--- config.mk ---
export PLATFORM = sky130hd
export DESIGN_NAME = mode_run_ctrl
export DESIGN_NICKNAME = d
export VERILOG_FILES = /design/src/rtl/mode_run_ctrl.sv
export SDC_FILE = /design/constraint.sdc
export NUM_CORES = 1
export LEC_CHECK = 0
export BUFFER_PORTS_ARGS = -buffer_cell sky130_fd_sc_hd__buf_2
export CORE_UTILIZATION = 40
export DETAILED_ROUTE_END_ITERATION = 10
export RECOVER_POWER = 25
export SYNTH_ARGS = -nofsm -noshare
export SYNTH_HDL_FRONTEND = slang
export SYNTH_SLANG_ARGS = --single-unit
--- constraint.sdc ---
create_clock -name clk -period 2 [get_ports clk]
set_clock_uncertainty 0.1 [all_clocks]
set_input_delay 0.4 -clock clk [delete_from_list [all_inputs] [get_ports clk]]
set_output_delay 0.4 -clock clk [all_outputs]
set_load 0.005 [all_outputs]
--- src/rtl/mode_run_ctrl.sv ---
`default_nettype none
// ============================================================================
//  Module      : mode_run_ctrl
//  Description : Consumer end of the mode-select interface. A start press
//                latches the 2-bit mode, loads a mode-dependent run length
//                and counts it down once per prescaled tick. A second press
//                pauses or resumes the countdown, and abort cancels the run.
//                While a run is active, idle is low, which locks the mode
//                buttons on the selector.
//  Ports       : clk          in   system clock, rising edge
//                rst          in   asynchronous reset, active low
//                start        in   start/pause button level (0->1 = press)
//                abort        in   cancels an active run
//                mode         in   mode from the selector
//                idle         out  no run active
//                busy         out  run active or paused
//                paused       out  run paused
//                done         out  one-cycle pulse on normal completion
//                active_mode  out  mode latched at run start
//                remaining    out  ticks left in the current run
//  Revision    : 1.0  initial release
// ============================================================================
module mode_run_ctrl #(
    parameter int unsigned       TICK_DIV = 100_000_000,
    parameter int unsigned       CNT_W    = 8,
    parameter logic [CNT_W-1:0]  DUR0     = CNT_W'(10),
    parameter logic [CNT_W-1:0]  DUR1     = CNT_W'(20),
    parameter logic [CNT_W-1:0]  DUR2     = CNT_W'(40),
    parameter logic [CNT_W-1:0]  DUR3     = CNT_W'(60)
) (
    input  logic             clk,
    input  logic             rst,
    input  logic             start,
    input  logic             abort,
    input  logic [1:0]       mode,
    output logic             idle,
    output logic             busy,
    output logic             paused,
    output logic             done,
    output logic [1:0]       active_mode,
    output logic [CNT_W-1:0] remaining
);

    // Prescaler is at least one bit wide so TICK_DIV=1 still elaborates.
    localparam int unsigned        c_PS_W   = (TICK_DIV > 1) ? $clog2(TICK_DIV) : 1;
    localparam logic [c_PS_W-1:0]  c_PS_MAX = c_PS_W'(TICK_DIV - 1);
    localparam logic [CNT_W-1:0]   c_ONE    = CNT_W'(1);

    typedef enum logic [1:0] {
        S_IDLE   = 2'd0,
        S_RUN    = 2'd1,
        S_PAUSE  = 2'd2,
        S_FINISH = 2'd3
    } state_t;

    state_t             r_state;
    logic               r_start_q;
    logic [1:0]         r_active_mode;
    logic [CNT_W-1:0]   r_remaining;
    logic [c_PS_W-1:0]  r_prescaler;

    logic               w_press;
    logic               w_tick;
    logic [CNT_W-1:0]   w_dur;

    assign w_press = start & ~r_start_q;
    assign w_tick  = (r_prescaler == c_PS_MAX);

    always_comb begin
        w_dur = DUR0;
        case (mode)
            2'b00:   w_dur = DUR0;
            2'b01:   w_dur = DUR1;
            2'b10:   w_dur = DUR2;
            2'b11:   w_dur = DUR3;
            default: w_dur = DUR0;
        endcase
    end

    always_ff @(posedge clk or negedge rst) begin
        if (!rst) begin
            r_state       <= S_IDLE;
            r_start_q     <= 1'b0;
            r_active_mode <= 2'b00;
            r_remaining   <= '0;
            r_prescaler   <= '0;
        end else begin
            r_start_q <= start;
            case (r_state)
                S_IDLE: begin
                    if (w_press) begin
                        r_active_mode <= mode;
                        r_remaining   <= w_dur;
                        r_prescaler   <= '0;
                        // A zero-length run skips RUN entirely.
                        r_state       <= (w_dur == '0) ? S_FINISH : S_RUN;
                    end
                end

                S_RUN: begin
                    if (abort) begin
                        r_remaining <= '0;
                        r_prescaler <= '0;
                        r_state     <= S_IDLE;
                    end else if (w_tick && (r_remaining == c_ONE)) begin
                        // Final tick wins over a coincident press.
                        r_remaining <= '0;
                        r_prescaler <= '0;
                        r_state     <= S_FINISH;
                    end else if (w_press) begin
                        // Prescaler is left untouched so the partial tick
                        // carries over into the resumed run.
                        r_state <= S_PAUSE;
                    end else if (w_tick) begin
                        r_prescaler <= '0;
                        r_remaining <= r_remaining - c_ONE;
                    end else begin
                        r_prescaler <= r_prescaler + 1'b1;
                    end
                end

                S_PAUSE: begin
                    if (abort) begin
                        r_remaining <= '0;
                        r_prescaler <= '0;
                        r_state     <= S_IDLE;
                    end else if (w_press) begin
                        r_state <= S_RUN;
                    end
                end

                S_FINISH: begin
                    r_remaining <= '0;
                    r_state     <= S_IDLE;
                end

                default: begin
                    r_state <= S_IDLE;
                end
            endcase
        end
    end

    // All outputs come straight from registers or a decode of the state
    // register, so nothing propagates combinationally from the inputs.
    assign idle        = (r_state == S_IDLE);
    assign busy        = (r_state == S_RUN) || (r_state == S_PAUSE);
    assign paused      = (r_state == S_PAUSE);
    assign done        = (r_state == S_FINISH);
    assign active_mode = r_active_mode;
    assign remaining   = r_remaining;

endmodule
`default_nettype wire
==> impl_metrics.env <==
export IMPL_worst_slew_pin_slew_ns=1.06
export IMPL_drt_pass1_iterations=4
export IMPL_hold_path_depth=1
export IMPL_slew_headroom_pct=29.3
export IMPL_dieHeight_um=79.1
export IMPL_cts_buffer_depth=2
export IMPL_powerDensity_nw_per_um2=971
export IMPL_r2r_start="r_prescaler[8]"
export IMPL_n_antenna_cell=0
export IMPL_fillers=526
export IMPL_drc_errors=0
export IMPL_synth_ff_type="dfrtp_1"
export IMPL_die_area_um2=6260
export IMPL_final_cell_mix="buf_4 (59), dfrtp_1 (40), o21ai_1 (32), nand2_1 (22), nor2_1 (20)"
export IMPL_p_seq_share_pct=31.6
export IMPL_combinationalPowerShare_pct=47.4
export IMPL_min_from="start"
export IMPL_yosys_area_top_type_share_pct=42.1
export IMPL_met3WireLength_um=197
export IMPL_synth_nets=292
export IMPL_grt_max_degree=41
export IMPL_finalCritPeriodShare_pct=110
export IMPL_critPathArrivalTime_ns=2.28
export IMPL_gp_congestion=0.848
export IMPL_hold_violations=0
export IMPL_ys_async_sr_fraction_pct=100
export IMPL_maxCapViolations=0
export IMPL_timing_fmax_mhz=454
export IMPL_rows=27
export IMPL_crit_fanout=7
export IMPL_worst_slack_ns=-0.205
export IMPL_route_met2_wl_um=3090
export IMPL_clockRootBuffer="clkbuf_8"
export IMPL_core_area_um2=5610
export IMPL_sw_frac_of_total_pct=38.6
export IMPL_dpl_hpwl_um=4530
export IMPL_cts_tree="yes"
export IMPL_netlist_area_um2=2380
export IMPL_wl_per_cell_um=15.4
export IMPL_via_count=2441
export IMPL_grt_remaining_overflow=0
export IMPL_min_delay_worst_endpoint="r_start_q"
export IMPL_ant_nets=0
export IMPL_clk_pin_slew_ns=0.08
export IMPL_power_frac_clock_pct=21.0
export IMPL_violations="negative setup slack"
export IMPL_seq_area_frac_synth_pct=42.1
export IMPL_worstRegToRegCells=8
export IMPL_htreeDepth=2
export IMPL_required_ns=2.08
export IMPL_switchingPower_uw=1220
export IMPL_initial_core_util_pct=42.4
export IMPL_num_nets_final=370
export IMPL_routed_via_density=5.68
export IMPL_route_layer_met1_wl_um=3240
export IMPL_ys_seq_elements=40
export IMPL_final_common_cell="buf_4"
export IMPL_status="finished with violations"
export IMPL_drv_slew=0
export IMPL_ys_warn_count=0
export IMPL_syn_inst=279
export IMPL_wl_um=6630
export IMPL_crit_type="flop to flop"
export IMPL_finalPower_uw=3170
export IMPL_syn_to_final_growth_pct=37.4
export IMPL_grt_antenna_before_repair=0
export IMPL_drtIter0Drc=234
export IMPL_reg2reg_slack_ns=-0.20
export IMPL_cts_buffers_inserted=5
export IMPL_port_buffers=19
export IMPL_grt_pass1_wl_um=11100
export IMPL_synth_cell_types=41
export IMPL_track_usage_pct=22.8
export IMPL_peakVddDrop_mv=0.710
export IMPL_ios=20
export IMPL_preCtsSetupSlack_ns=-0.226
export IMPL_leakage_uw=0.00146
export IMPL_period_needed_ns=2.20
export IMPL_setup_viol=34
export IMPL_start_kind="flop"
export IMPL_placed_cells=415
export IMPL_rsz0062_at_grt="yes"
export IMPL_worstHoldPathType="primary input to flop"
export IMPL_synth_area_leaders="dfrtp_1 (42%), o21ai_0 (8.4%), nand2_1 (3.8%)"
export IMPL_die_width_um=79.1
export IMPL_cts_hold_buf=0
export IMPL_syn_area_per_cell_um2=8.52
export IMPL_synth_edf_count=0
export IMPL_first_global_vias=2379
export IMPL_internal_power_uw=1950
export IMPL_utilization_pct=58.3
export IMPL_drive_gt1_share_pct=33.8
export IMPL_clock_sinks=40
export IMPL_topRoutingLayerUsed="met4"
export IMPL_r2r_end="remaining[5]"
export IMPL_holdWs_ns=0.147
export IMPL_synth_largest_area_cell="dfrtp_1"
export IMPL_clkLatencyLatePin_ns=0.29
export IMPL_critPathCaptureType="flop"
export IMPL_fin_cells=430
[flip-flops by register name, indices dropped and copies added (netlist names)]
name / cells
r_start_q: 1
remaining: 8
active_mode: 2
r_state: 2
r_prescaler: 27
[how the worst max path moves through the flow]
stage / slack (ns) / end / start
after floorplan: -0.09 / remaining[1] / r_prescaler[11]
after global placement: -0.16 / r_prescaler[6] / r_prescaler[25]
after detailed placement: -0.23 / r_prescaler[24] / r_prescaler[10]
after CTS: -0.13 / r_prescaler[6] / r_prescaler[8]
after global routing: -0.27 / remaining[5] / r_prescaler[8]
final: -0.20 / remaining[5] / r_prescaler[8]
[synthesized netlist by cell type, drive strengths merged, types with 2 or more instances]
| cell type | n |
|---|---|
| and4 | 3 |
| a31oi | 10 |
| buf | 2 |
| and3 | 7 |
| inv | 10 |
| clkbuf | 10 |
| nand3 | 17 |
| nand4 | 13 |
| a21oi | 12 |
| a32oi | 2 |
| nor3 | 8 |
| o22ai | 4 |
| a211oi | 2 |
| o2bb2ai | 2 |
| nor4 | 4 |
| nor2 | 21 |
| nand2 | 24 |
| ha | 7 |
| o21ai | 50 |
| nand2b | 3 |
| nor2b | 6 |
| dfrtp | 40 |
| o31ai | 9 |
[power by group through the flow]
stage | sequential, uW | clock [uW] | combinational [uW]
after floorplan | 1030 | 0 | 749
after global placement | 1020 | 0 | 1280
after detailed placement | 1020 | 0 | 1300
after CTS | 999 | 680 | 1390
after global routing | 1020 | 709 | 1640
final | 1000 | 667 | 1500
[routing by layer]
metal  global-route usage, %  vias to the layer above
met5                       0                        -
met4                    8.18                        0
met3                    3.56                        8
met2                    35.9                       47
met1                    31.7                     1175
li1                        -                     1211
[cell families after synthesis]
logic type | synth area share [%]
AND/OR/NAND/NOR | 24.6
AO/OA/AOI/OAI | 25.5
flip-flops | 42.1
buffers and inverters | 3.58
adder cells (fa/ha/maj) | 3.68
multiplexers | 0.474
[area by class of cell]
type / instances / area (um2) / share of cell area, %
multi-input combinational: 217 / 1420 / 43.5
inverter: 10 / 37.5 / 1.15
sequential: 40 / 1000 / 30.6
clock inverter: 2 / 35.0 / 1.07
timing repair buffer: 83 / 608 / 18.6
clock buffer: 6 / 72.6 / 2.22
tap: 72 / 90.1 / 2.76
[critical path: stages (launching register included)]
cell	delay (ns)
dfrtp_1	0.39
nor4bb_2	0.34
nand3_1	0.20
nor4_4	0.32
buf_4	0.19
nor3_1	0.06
buf_4	0.17
a32oi_2	0.23
o22ai_1	0.09
[through the flow]
| step | setup TNS [ns] | area, um2 |
|---|---|---|
| floorplan | -1.18 | 2420 |
| global placement | -3.93 | 3000 |
| CTS | -2.04 | 3160 |
| global route | -6.84 | 3270 |
| finish | -4.04 | 3270 |
| detailed placement | -5.05 | 3000 |
[timing repair]
item                       4_1_cts  5_1_grt
cloned                           0        0
setup buffers                    4        3
setup endpoints to repair       34       36
pin swaps                        7        6
resized for setup               31       24
No activity file was read; power rests on OpenSTA's default activity.
